===== config.mk =====
export PLATFORM = sky130hd
export DESIGN_NAME = issue_broadcaster
export DESIGN_NICKNAME = d
export VERILOG_FILES = /design/src/rtl/issue_broadcaster.sv
export SDC_FILE = /design/constraint.sdc
export NUM_CORES = 1
export LEC_CHECK = 0
export ABC_CLOCK_PERIOD_IN_PS = 3500
export BUFFER_PORTS_ARGS = -buffer_cell sky130_fd_sc_hd__buf_4
export CORE_UTILIZATION = 55
export DETAILED_ROUTE_END_ITERATION = 6
export PLACE_DENSITY = 0.79
export SYNTH_ARGS = -nofsm -noshare
export SYNTH_HDL_FRONTEND = slang
export SYNTH_SLANG_ARGS = --single-unit

===== constraint.sdc =====
create_clock -name clk -period 3.5 [get_ports clk]
set_clock_uncertainty 0.05 [all_clocks]
set_input_delay 0 -clock clk [delete_from_list [all_inputs] [get_ports clk]]
set_output_delay 0 -clock clk [all_outputs]
set_load 0.02 [all_outputs]

===== src/rtl/issue_broadcaster.sv =====
// issue_broadcaster: streams one image from image memory onto the issue
// broadcast bus in raster order. Z is the outermost loop, then Y, with X
// innermost. Each beat carries its (x, y) tag. Z is implied by ordering.
// A 2-entry prefetch FIFO hides the 1-cycle memory latency, so the bus can
// carry one beat per cycle while allocators are not blocking.
//
// Ports:
//   clk, rst            clock, asynchronous active-low reset
//   start               begin a pass (sampled only in IDLE)
//   img_width/height/depth  W/H/D dimensions, latched on start
//   mem_en, mem_addr    read strobe / linear address z*H*W + y*W + x
//   mem_data            read data, valid the cycle after mem_en
//   issue_a_x/y/data    current beat on the bus
//   issue_a_blocked     1 = bus empty (FIFO empty)
//   issue_a_block       OR of allocator blocks; 1 = hold current beat
//   busy, done          pass in progress / one-cycle completion pulse
//
// state | meaning
// ------+----------------------------------------------------------
// IDLE  | waiting for start
// RUN   | issuing reads, bus streaming
// DRAIN | all reads issued, emptying FIFO and in-flight read
// FIN   | done pulse, back to IDLE
module issue_broadcaster #(
  parameter int DATA_W  = 18,
  parameter int COORD_W = 8,
  parameter int ADDR_W  = 16
) (
  input  logic               clk,
  input  logic               rst,
  input  logic               start,
  input  logic [COORD_W-1:0] img_width,
  input  logic [COORD_W-1:0] img_height,
  input  logic [COORD_W-1:0] img_depth,
  output logic               mem_en,
  output logic [ADDR_W-1:0]  mem_addr,
  input  logic [DATA_W-1:0]  mem_data,
  output logic [COORD_W-1:0] issue_a_x,
  output logic [COORD_W-1:0] issue_a_y,
  output logic [DATA_W-1:0]  issue_a_data,
  output logic               issue_a_blocked,
  input  logic               issue_a_block,
  output logic               busy,
  output logic               done
);

  typedef enum logic [1:0] {S_IDLE, S_RUN, S_DRAIN, S_FIN} state_t;

  state_t             state_q;
  logic [COORD_W-1:0] w_q, h_q, d_q;
  logic [COORD_W-1:0] x_q, y_q, z_q;
  logic [ADDR_W-1:0]  addr_q;
  logic               infl_q;
  logic [COORD_W-1:0] infl_x_q, infl_y_q;
  logic [DATA_W-1:0]  fd_q [2];
  logic [COORD_W-1:0] fx_q [2];
  logic [COORD_W-1:0] fy_q [2];
  logic               wp_q, rp_q;
  logic [1:0]         cnt_q;

  logic               xfer, issue, x_end, y_end, last_rd;
  logic [1:0]         occ, cnt_d;
  logic [COORD_W-1:0] w_m1, h_m1, d_m1;

  always_comb begin
    w_m1    = w_q - 1'b1;
    h_m1    = h_q - 1'b1;
    d_m1    = d_q - 1'b1;
    xfer    = (cnt_q != 2'd0) && !issue_a_block;
    // Reserve a FIFO slot for every read in flight; a transfer this cycle
    // frees one, which keeps the stream at one beat per cycle.
    occ     = cnt_q + {1'b0, infl_q};
    issue   = (state_q == S_RUN) && ((occ < 2'd2) || xfer);
    cnt_d   = cnt_q + {1'b0, infl_q} - {1'b0, xfer};
    x_end   = (x_q == w_m1);
    y_end   = (y_q == h_m1);
    last_rd = x_end && y_end && (z_q == d_m1);
  end

  assign mem_en          = issue;
  assign mem_addr        = addr_q;
  assign issue_a_x       = fx_q[rp_q];
  assign issue_a_y       = fy_q[rp_q];
  assign issue_a_data    = fd_q[rp_q];
  assign issue_a_blocked = (cnt_q == 2'd0);
  assign busy            = (state_q == S_RUN) || (state_q == S_DRAIN);
  assign done            = (state_q == S_FIN);

  always_ff @(posedge clk or negedge rst) begin
    if (!rst) begin
      state_q  <= S_IDLE;
      w_q      <= '0;
      h_q      <= '0;
      d_q      <= '0;
      x_q      <= '0;
      y_q      <= '0;
      z_q      <= '0;
      addr_q   <= '0;
      infl_q   <= 1'b0;
      infl_x_q <= '0;
      infl_y_q <= '0;
      wp_q     <= 1'b0;
      rp_q     <= 1'b0;
      cnt_q    <= 2'd0;
      for (int i = 0; i < 2; i++) begin
        fd_q[i] <= '0;
        fx_q[i] <= '0;
        fy_q[i] <= '0;
      end
    end else begin
      if (infl_q) begin
        fd_q[wp_q] <= mem_data;
        fx_q[wp_q] <= infl_x_q;
        fy_q[wp_q] <= infl_y_q;
        wp_q       <= ~wp_q;
      end
      if (xfer) rp_q <= ~rp_q;
      cnt_q  <= cnt_d;
      infl_q <= issue;

      if (issue) begin
        infl_x_q <= x_q;
        infl_y_q <= y_q;
        addr_q   <= addr_q + 1'b1;
        if (x_end) begin
          x_q <= '0;
          if (y_end) begin
            y_q <= '0;
            z_q <= z_q + 1'b1;
          end else begin
            y_q <= y_q + 1'b1;
          end
        end else begin
          x_q <= x_q + 1'b1;
        end
      end

      case (state_q)
        S_IDLE: begin
          if (start) begin
            w_q    <= img_width;
            h_q    <= img_height;
            d_q    <= img_depth;
            x_q    <= '0;
            y_q    <= '0;
            z_q    <= '0;
            addr_q <= '0;
            if ((img_width == '0) || (img_height == '0) || (img_depth == '0))
              state_q <= S_FIN;
            else
              state_q <= S_RUN;
          end
        end
        S_RUN:   if (issue && last_rd) state_q <= S_DRAIN;
        // No reads issue in DRAIN, so an empty FIFO next cycle also means
        // nothing is left in flight.
        S_DRAIN: if (cnt_d == 2'd0 && !infl_q) state_q <= S_FIN;
        S_FIN:   state_q <= S_IDLE;
        default: state_q <= S_IDLE;
      endcase
    end
  end

  a_no_overflow: assert property (@(posedge clk) disable iff (!rst)
    !(infl_q && !xfer && cnt_q == 2'd2));

endmodule


# Word-level counts from Yosys, hierarchy flattened
# Cells that the tools add are included.
classes:
  eq_ne: 9
  bitwise: 4
  n_lt_le_gt_ge: 4
  n_addsub: 9
  n_mux: 38
  reduce_logical: 22
op_table:
  columns: ["op", "count"]
  rows:
  - ["$mux W8", 21]
  - ["$mux W18", 4]
  - ["$mux W16", 3]
  - ["$bwmux W36", 1]
  - ["$bwmux W16", 2]
  - ["$add A8 B1 Y8 const B", 3]
  - ["$eq A8 B8 Y1", 3]
  - ["$logic_not A8 Y1", 3]
  - ["$sub A8 B1 Y8 const B", 3]
  - ["$demux W18 S1", 1]
  - ["$add A16 B1 Y16 const B", 1]
  - ["$demux W8 S1", 1]
  - ["$mux W2", 4]
  - ["$pmux W2 S4", 1]
  - ["$logic_and A1 B1 Y1", 7]
  - ["$logic_not A2 Y1", 3]
  - ["$eq A2 B2 Y1 const B", 2]
  - ["$ge A2 B2 Y1 const B", 2]
  - ["$logic_or A1 B1 Y1", 4]
  - ["$ne A2 B1 Y1 const B", 2]
  - ["$not A1 Y2", 2]
  - ["$reduce_and A3 Y1", 1]
  - ["$add A2 B1 Y2", 1]
  - ["$eq A2 B1 Y1 const B", 1]
  - ["other kinds (8)", 10]
word_totals:
  ff_bits: 155
  output_inout_bits: 54

# Logic depth before layout (Yosys ltp)
# Gate-level depths: netlist of run 1.
logic_depth:
  word_depth: 7
  mapped_depth: 11
  depth_no_buf: 10

# Worst setup path before layout of run 1
# OpenSTA, ideal clock, no wires.
synth_timing:
  kind: "register to register"
  startpoint: "register h_q[0]"
  endpoint: "register z_q[7]"
  setup_slack_ns: 0.878
  path_buffers: 1
  synth_period_minus_slack_ns: 2.622
  required_ns: 3.372
  stages_incl_launch_ff: 11
  t_arrival_ns: 2.494
  setup_ns: 0.078
  path_cell_list: "dfrtp_1 > inv_1 > ha_1 > clkbuf_1 > xor2_1 > a32o_1 > a21oi_1 > nor4_2 > nand2_1 > or4_1 > a21oi_1"
synth_between:
  elab_chain_len: 7
synth_rtl:
  columns: ["item", "line_no", "rtl"]
  rows:
  - ["from (decl)", "50", "logic [COORD_W-1:0] w_q, h_q, d_q;"]
  - ["from (signal assigned)", "142", "h_q <= img_height;"]
  - ["$sub A8 B1 Y8 (*)", "67", "h_m1 = h_q - 1'b1;"]
  - ["$eq A8 B8 Y1 (*)", "76", "y_end = (y_q == h_m1);"]
  - ["$mux W8 (*)", "127", "if (y_end) begin"]
  - ["$mux W8 (*)", "125", "if (x_end) begin"]
  - ["$mux W8 (*)", "121", "if (issue) begin"]
  - ["$mux W8", "140", "if (start) begin"]
  - ["$mux W8 (*)", "138", "case (state_q)"]
  - ["to (signal assigned)", "129", "z_q <= z_q + 1'b1;"]
  - ["to (decl)", "51", "logic [COORD_W-1:0] x_q, y_q, z_q;"]
# Every way passes the cells marked *; elsewhere a longest branch is shown, timed or not.
# A chain may end at the register's enable or synchronous reset.

# Worst setup path after layout of run 1
layout_timing:
  startpoint: "register w_q[0]"
  endpoint: "register z_q[7]"
layout_between:
  elab_chain_len: 6
layout_rtl:
  columns: ["item", "line_no", "rtl"]
  rows:
  - ["from (decl)", "50", null]
  - ["from (signal assigned)", "141", "w_q <= img_width;"]
  - ["$sub A8 B1 Y8 (*)", "66", "w_m1 = w_q - 1'b1;"]
  - ["$eq A8 B8 Y1 (*)", "75", "x_end = (x_q == w_m1);"]
  - ["$mux W8 (*)", "125", null]
  - ["$mux W8 (*)", "121", null]
  - ["$mux W8", "140", null]
  - ["$mux W8 (*)", "138", null]
# Marks and branches as above.

==> qor.txt, run 1 <==
dpl cells - 947
combinational share of power - 38.3%
area of the die - 0.0141 mm2
remaining global-route overflow - 0
Clock Tree Buf Depth - 2
Die H - 119 um
Min Clock Period, post-route - 3.06 ns
Sw Ratio - 35.8%
TritonCTS Sinks - 155
Peak Freq - 326 MHz
status - completed
r2r startpoint - w_q[0]
mean post-synth cell area - 10.8 um2
Net Sw Power - 2.59 mW
most frequent cells in the layout - dfrtp_1, nand2_1, buf_4
DRT Pass-1 Iters - 4
sequential power share - 37.8%
Final Cycle Share - 87.5%
VDD IR-drop max - 0.425 mV
fillcell total - 938
P&R area growth vs syn - 25.7%
Final Wtd Congestion - 0.816
DRC viols - 0
post-synth net total - 758
Synth area leaders - dfrtp_1, mux2_2, nand2_1
flops & latches, synth - 155
Post-Synthesis Cells - 698
clock-pin slew on the worst setup and hold paths - 0.06 ns
die width - 119 um
Setup Fix Bufs, Post-CTS - 0
vias per cell - 5.44
global-route usage over all layers - 24.0%
Final WS setup - 0.436 ns
post-synthesis cell type count - 46
initial core utilization - 56.4%
warnings from Yosys - 0
CP Depth - 10
CP arrival - 3.35 ns
mux cell area share after synthesis - 15.7%
clock root buffer - clkbuf_16
CP bufs+invs - 1
Crit path top cell by count - nand2_1
Post-CTS Resized - 0
Top delay family on crit path - simple AND/OR/NAND/NOR gates
most common cell after layout, fill and taps aside - dfrtp_1
crit path capture type - flop
compound-gate portion of the synthesized area - 3.97%
Simple-Gate Fraction of Synth Area - 16.6%
DR iter-0 viols - 234
worst hold slack - 0.147 ns
Slew HR - 28.6%
core area - 0.0133 mm2
Critical Path Start Type - flop
first-pass GRT wire length - 26600 um
Mapped Area - 0.00750 mm2
crit path max fanout - 11
htree depth - 4
post-synthesis sequential area ratio - 51.7%
setup TNS - 0 ns
Final Util - 70.9%
Setup Slack @ Placement - 0.471 ns
Req. time, crit path - 3.79 ns
vias in the first global route - 5600
Leak Pwr - 4.53 nW
hold crit path type - input port to asynchronous set/reset pin
share of cells above drive strength 1 - 29.4%
initial antenna violation count - 1
post-route ant nets - 0
P_int - 4.63 mW
Power Dens Cells - 765 mW/mm2
Synth async-reset ratio - 100%
row count - 42
R2R Path End - z_q[7]
DRT Wirelength - 15900 um
area leader, netlist - dfrtp_1
Hold Violations, Final - 0
largest family of logic cells by synthesized area - simple AND/OR/NAND/NOR gates
flop-to-flop setup slack - 0.44 ns
critical path's largest stage delay - 0.55 ns
post-synth top area share - 51.7%
final non-filler cell total - 1025
Layout Nets - 895
Worst Reg-to-Reg Cells - 10
Final Max Slew Viols - 0
number of synthesized flops with an enable pin - 0
TritonCTS Buffers - 17
largest net degree at the start of global routing - 93
Synth Flop Type - dfrtp_1
actual slew at the worst max-slew pin - 1.07 ns
worst setup path category - flop to flop
worst-path cell chain - inv_1, ha_1, nor3b_1, nand2_1, xnor2_1, nand4_1, nor4_4, nand2_1, or4_1, a21oi_1
io pins - 100
IO buf count - 99
Clock Power Share - 23.9%
XOR/XNOR Fraction of Synth Area - 7.12%
total number of vias - 5573
CTS tree - yes
RSZ-0062 raised after global routing - no
clock latency on the worst-skew pair - 0.42 ns
Critical Path Slowest Stage Cell - or4_1
# setup viols final - 0
dpl hpwl - 10600 um
Adder-Cell Fraction of Synth Area - 2.33%
Routed WL per cell - 15.5 um
Max-Cap Viols - 0
==> cells in the mapped netlist, types with 2 or more instances <==
cell / number
dfrtp_1: 155
nand2_1: 131
mux2_2: 102
xor2_1: 36
nor2_1: 35
clkbuf_1: 29
xnor2_1: 25
inv_1: 17
o21ai_0: 17
a21oi_1: 16
nor3_1: 16
nand4_1: 15
ha_1: 14
nand3_1: 13
nor4_1: 13
and3_1: 7
buf_1: 5
o31ai_1: 5
or4_1: 5
nand2b_1: 4
and2_1: 3
mux2i_1: 3
nor2b_1: 3
a31oi_1: 2
nand3b_1: 2
nor3b_1: 2
nor4b_1: 2
o21a_1: 2
o221ai_1: 2
==> layer usage <==
| metal | up-vias | routed length (um) | GRT usage, % |
|---|---|---|---|
| met5 | - | 0 | 0 |
| met4 | 0 | 301 | 10.4 |
| met3 | 25 | 634 | 4.55 |
| met1 | 2726 | 7110 | 31.0 |
| met2 | 140 | 7870 | 39.6 |
| li1 | 2682 | - | - |
==> worst max-delay path by stage <==
stage | slack (ns) | start | endpoint
detailed placement | 0.47 | w_q[0] | z_q[7]
floorplan | 0.88 | h_q[0] | z_q[7]
finish | 0.44 | w_q[0] | z_q[7]
global placement | 0.59 | w_q[0] | z_q[7]
global route | 0.16 | w_q[0] | z_q[5]
CTS | 0.43 | w_q[0] | z_q[7]
==> through the flow <==
stage               power [mW]  cell area [um2]
global placement          5.32             8410
detailed placement        5.47             8410
floorplan                 4.59             7500
finish                    7.21             9430
global route              7.65             9430
CTS                       7.27             9430
==> power by group through the flow <==
stage	registers, mW	clock network (mW)	logic (mW)
4_1_cts	2.73	1.76	2.78
3_5_place_dp	2.75	0	2.71
5_1_grt	2.80	1.84	3.01
3_3_place_gp	2.70	0	2.62
2_1_floorplan	2.57	0	2.03
6_report	2.73	1.73	2.76
==> timing repair <==
action	CTS	global route
setup endpoints to repair	0	0
hold buffers	45	0
hold endpoints to repair	153	0
==> state kept, by name (all words and copies together), names as in the netlist, 8 cells and up <==
register and count:
mem_addr 16, infl_x_q 8, x_q 8, h_q 8
d_q 8, fx_q 16, w_q 8, fy_q 16
z_q 8, y_q 8, fd_q 36, infl_y_q 8
==> cell families after synthesis <==
logic type,after synthesis
simple gates,261
xor+xnor,61
mux,105
flops,155
fa+ha+maj,14
compound gates,50
buf+inv,52
==> area by class of cell <==
class                           count  area (um2)  area share, %
Tap cell                          176         220           2.33
Clock buffer                       21         470           4.99
Inverter                           18        67.6          0.716
Antenna cell                        1        2.50         0.0265
Multi-Input combinational cell    491        3440           36.5
Sequential cell                   155        3880           41.1
Timing Repair Buffer              152        1260           13.3
Clock inverter                     11        95.1           1.01
(Power assumes the default switching activity.)
==> run 2, diff against run 1 <==
CORE_UTILIZATION = 58   (was 55)
PLACE_DENSITY = 0.82   (was 0.79)
SKIP_LAST_GASP = 1   (was not set)
==> run 2 against run 1 <==
  * Via count is 1.8% higher
  * Sequential power is 1% lower
  * Register-to-register slack worse by 0.096 ns
  * Flip-flop and latch count stayed put
  * Highest routed layer unchanged
==> qor.txt, run 2 (same netlist as run 1, synthesis figures left out) <==
area of the die - 0.0134 mm2 (-5.1%)
largest net degree at the start of global routing - 104 (+12%)
DRT Pass-1 Iters - 5 (+1)
most common cell after layout, fill and taps aside - dfrtp_1
Leak Pwr - 4.53 nW (about the same)
Final Max Slew Viols - 0 (unchanged)
Min Clock Period, post-route - 3.16 ns (+0.0957 ns)
most frequent cells in the layout - dfrtp_1, nand2_1, buf_4
Die H - 116 um (-2.6%)
setup TNS - 0 ns (unchanged)
global-route usage over all layers - 27.0% (+3.0 points)
first-pass GRT wire length - 27700 um (+4.3%)
CP arrival - 3.45 ns (+0.10 ns)
Power Dens Cells - 776 mW/mm2 (+1.4%)
Final WS setup - 0.340 ns (-0.0957 ns)
core area - 0.0126 mm2 (-5.1%)
hold crit path type - input port to flop
share of cells above drive strength 1 - 29.2% (-0.17 points)
Final Cycle Share - 90.3% (+2.7 points)
io pins - 100 (unchanged)
P&R area growth vs syn - 25.4%
CTS tree - yes
Clock Tree Buf Depth - 2 (unchanged)
RSZ-0062 raised after global routing - no
Top reg by flops - fd_q
Layout Nets - 893 (-0.22%)
Routed WL per cell - 16.7 um (+7.8%)
max reg flops - 36 (unchanged)
clock root buffer - clkbuf_16
total number of vias - 5676 (+1.8%)
TritonCTS Sinks - 155 (unchanged)
Final Util - 74.6% (+3.6 points)
Hold Violations, Final - 0 (unchanged)
clock-pin slew on the worst setup and hold paths - 0.06 ns (about the same)
design area - 0.00941 mm2 (-0.23%)
IO buf count - 99 (unchanged)
Post-CTS Resized - 0 (unchanged)
worst setup path category - flop to flop
actual slew at the worst max-slew pin - 1.11 ns (+0.0430 ns)
vias per cell - 5.58 (+2.5%)
Req. time, crit path - 3.79 ns (about the same)
dpl hpwl - 10600 um (+0.36%)
htree depth - 4 (unchanged)
crit path max fanout - 12 (+1)
Critical Path Start Type - flop
Antenna diodes - 0 (-1)
Setup Fix Bufs, Post-CTS - 0 (unchanged)
die width - 116 um (-2.6%)
DRT Wirelength - 17000 um (+7.1%)
Placed Area - 0.00840 mm2 (-0.15%)
remaining global-route overflow - 0 (unchanged)
row count - 41 (-2.4%)
Final Wtd Congestion - 0.849 (+4.0%)
# setup viols final - 0 (unchanged)
worst hold slack - 0.0237 ns (-0.123 ns)
initial antenna violation count - 0 (-1)
Max-Cap Viols - 0 (unchanged)
Slew HR - 25.8% (-2.9 points)
crit path capture type - flop
post-route ant nets - 0 (unchanged)
TritonCTS Buffers - 17 (unchanged)
VDD IR-drop max - 0.625 mV (+47%)
DR iter-0 viols - 304 (+30%)
Setup Slack @ Placement - 0.440 ns (-0.0303 ns)
DRC viols - 0 (unchanged)
initial core utilization - 59.5% (+3.0 points)
status - completed
vias in the first global route - 5722 (+2.2%)
clock latency on the worst-skew pair - 0.42 ns (about the same)
Peak Freq - 316 MHz (-3.0%)
==> run 2: layout make-up <==
cell class	count	area [um2]
Clock buffer	20	447
Multi-Input combinational cell	491	3440
Inverter	18	67.6
Timing Repair Buffer	150	1240
Fill cell	870	3210
Clock inverter	12	123
Sequential cell	155	3880
Tap cell	172	215
==> run 2: path summary, 6_finish.rpt <==
check | start | endpoint | depth (start not counted) | slack (ns)
min in group asynchronous | rst | fd_q[23] | 2 | 0.20
max in group asynchronous | rst | fd_q[1] | 3 | 2.23
max | w_q[0] | z_q[7] | 10 | 0.34
min reg2reg | infl_y_q[1] | infl_y_q[1] | 2 | 0.44
max reg2reg | w_q[0] | z_q[7] | 10 | 0.34
min | start | state_q[1] | 3 | 0.02
==> run 2: power by group <==
part           switching, mW  total (mW)  internal [mW]
Combinational           1.51        2.83           1.32
Sequential             0.421        2.69           2.27
Clock                  0.715        1.78           1.06
Total                   2.65        7.30           4.65
==> run 2: repair_timing <==
item	in CTS	in global routing
setup endpoints to repair	0	0
hold buffers	44	0
endpoints found under the hold margin	162	0
==> run 2: metal layers <==
| metal | share of wire, % | vias to the layer above | GRT usage [%] |
|---|---|---|---|
| met2 | 50 | 190 | 45.6 |
| met3 | 5.3 | 22 | 6.54 |
| met5 | 0 | - | 0 |
| li1 | - | 2663 | - |
| met1 | 43 | 2801 | 34.1 |
| met4 | 1.4 | 0 | 9.06 |
==> run 2: critical path, cell delays in order (launching register included) <==
cell,delay [ns]
dfrtp_1,0.43
inv_1,0.11
ha_1,0.21
nor3b_1,0.31
nand2_1,0.11
xnor2_1,0.15
nand4_1,0.17
nor4_4,0.55
nand2_1,0.26
or4_1,0.56
a21oi_1,0.15
==> run 2: through the flow <==
step | cells | power (mW)
finish | 1018 | 7.30
global route | 1018 | 7.72
CTS | 1018 | 7.30
detailed placement | 942 | 5.45
global placement | 942 | 5.30
floorplan | 698 | 4.59
==> run 3, diff against run 2 <==
==> constraint.sdc (replaced) <==
create_clock -name clk -period 3.5 [get_ports clk]
set_clock_uncertainty 0.05 [all_clocks]
set_input_delay 0.35 -clock clk [delete_from_list [all_inputs] [get_ports clk]]
set_output_delay 0.35 -clock clk [all_outputs]
set_load 0.02 [all_outputs]
==> run 3 against run 2 <==
  * The run now ends with negative hold slack left
  * Cell count fell by 4.4%
  * Clock power grew 8%
  * Flip-flop and latch count stayed put
  * Maximum frequency down 0.21%
  * Routed wire length is 7.4% lower
  * Utilization is 3.0 points lower
  * Sequential power about the same
  * First-iteration DRC count grew 26%
  * Via count fell by 4.0%
  * Critical path depth unchanged
  * Worst setup slack got worse by 0.0068 ns
  * Largest power group unchanged
==> qor.txt, run 3 (same netlist as run 1, synthesis figures left out) <==
status - finished with violations
violated checks - negative hold slack
clock root buffer - clkbuf_16
total number of vias - 5448 (-4.0%)
global routing's busiest layer - met2
Min Clock Period, post-route - 3.17 ns (+0.00679 ns)
CP arrival - 3.45 ns (about the same)
row count - 41 (unchanged)
worst setup path category - flop to flop
Max-Cap Viols - 0 (unchanged)
most frequent cells in the layout - dfrtp_1, nand2_1, buf_4
Final Wtd Congestion - 0.864 (+1.8%)
Clock Power Share - 26.1% (+1.8 points)
post-route ant nets - 0 (unchanged)
htree depth - 4 (unchanged)
CTS tree - yes
Net Sw Power - 2.58 mW (-2.4%)
initial antenna violation count - 0 (unchanged)
P&R area growth vs syn - 20.4%
Layout Nets - 848 (-5.0%)
area of the die - 0.0134 mm2 (unchanged)
dpl cells - 941 (-0.11%)
first-pass GRT wire length - 26200 um (-5.4%)
Peak Freq - 316 MHz (-0.21%)
P_int - 4.79 mW (+2.9%)
Leak Pwr - 4.36 nW (-3.6%)
DRT Wirelength - 15800 um (-7.4%)
initial core utilization - 59.5% (unchanged)
crit path capture type - flop
# setup viols final - 0 (unchanged)
Clock Tree Buf Depth - 2 (unchanged)
hold crit path type - input port to asynchronous set/reset pin
actual slew at the worst max-slew pin - 1.10 ns (-0.0151 ns)
die width - 116 um (unchanged)
remaining global-route overflow - 0 (unchanged)
Slew HR - 26.8% (+1.0 points)
VDD IR-drop max - 0.525 mV (-16%)
fillcell total - 914 (+5.1%)
crit path max fanout - 12 (unchanged)
Post-CTS Resized - 0 (unchanged)
Hold Violations, Final - 3 (+3)
Antenna diodes - 0 (unchanged)
Sw Ratio - 35.0% (-1.2 points)
Die H - 116 um (unchanged)
Power, Total - 7.37 mW (+0.99%)
setup TNS - 0 ns (unchanged)
worst hold slack - -0.00596 ns (-0.0296 ns)
Worst Reg-to-Reg Cells - 10 (unchanged)
TritonCTS Sinks - 155 (unchanged)
design area - 0.00903 mm2 (-4.0%)
Final Max Slew Viols - 0 (unchanged)
DRC viols - 0 (unchanged)
global-route usage over all layers - 25.6% (-1.3 points)
Req. time, crit path - 3.78 ns (about the same)
GRT met1 Usage - 32.9% (-1.3 points)
Setup Fix Bufs, Post-CTS - 0 (unchanged)
final non-filler cell total - 973 (-4.4%)
TritonCTS Buffers - 17 (unchanged)
largest net degree at the start of global routing - 107 (+2.9%)
core area - 0.0126 mm2 (unchanged)
CTS Hold Buffers Added - 0 (-100%)
Placed Area - 0.00841 mm2 (about the same)
max reg flops - 36 (unchanged)
DR iter-0 viols - 383 (+26%)
sequential power share - 36.8% (about the same)
vias per cell - 5.60 (+0.42%)
vias in the first global route - 5463 (-4.5%)
Power Dens Cells - 816 mW/mm2 (+5.2%)
most common cell after layout, fill and taps aside - dfrtp_1
combinational share of power - 37.1% (-1.7 points)
Critical Path Start Type - flop
clock-pin slew on the worst setup and hold paths - 0.06 ns (about the same)
clock latency on the worst-skew pair - 0.42 ns (about the same)
share of cells above drive strength 1 - 30.7% (+1.5 points)
IO buf count - 99 (unchanged)
Top reg by flops - fd_q
Final Util - 71.6% (-3.0 points)
RSZ-0062 raised after global routing - no
Routed WL per cell - 16.2 um (-3.1%)
Final Cycle Share - 90.5% (+0.19 points)
DRT Pass-1 Iters - 5 (unchanged)
io pins - 100 (unchanged)
met3 Usage GRT - 6.28% (-0.26 points)
GRT met2 Usage - 43.1% (-2.5 points)
dpl hpwl - 10700 um (+0.80%)
-- run 3: worst paths after layout --
path / startpoint / endpoint / slack, ns
hold reg to reg: fy_q[6] / fy_q[6] / 0.45
max in group asynchronous: rst / h_q[0] / 2.59
hold / removal: rst / infl_y_q[5] / -0.006
min in group clk: img_depth[6] / d_q[6] / 0.08
setup / recovery: w_q[0] / z_q[7] / 0.33
setup reg to reg: w_q[0] / z_q[7] / 0.33
-- run 3: power groups by stage --
stage	Combinational, mW	Clock, mW	Sequential (mW)
after floorplan	2.03	0	2.57
after global placement	2.62	0	2.68
after detailed placement	2.72	0	2.74
after CTS	2.75	1.96	2.71
after global routing	3.00	2.04	2.79
final	2.74	1.92	2.71
-- run 3: cell type report --
cell class / instances / area, um2 / area share, %
well taps: 172 / 215 / 2.38
clock buffers: 21 / 460 / 5.10
inverters: 18 / 67.6 / 0.748
multi-input cells: 491 / 3440 / 38.1
flip-flops and latches: 155 / 3880 / 42.9
clock inverters: 11 / 168 / 1.86
repair buffers: 105 / 805 / 8.91
-- run 3: layer usage --
layer	routed length, um	up-vias
met5	0	-
met4	177	0
met3	708	18
met2	7920	145
met1	6980	2713
li1	-	2572
-- run 3: critical path: stages, from the launching register on --
cell and delay, ns:
dfrtp_1 0.43, inv_1 0.11, ha_1 0.19, nor3b_1 0.36, nand2_1 0.12, xnor2_1 0.16
nand4_1 0.17, nor4_4 0.55, nand2_1 0.25, or4_1 0.55, a21oi_1 0.14
-- run 3: per-stage QoR --
stage | setup WS, ns | hold slack [ns]
final | 0.333 | -0.00596
after global routing | 0.113 | 0.0556
after CTS | 0.372 | 0.0401
after detailed placement | 0.426 | 0.437
after global placement | 0.587 | 0.425
after floorplan | 0.878 | 0.00441
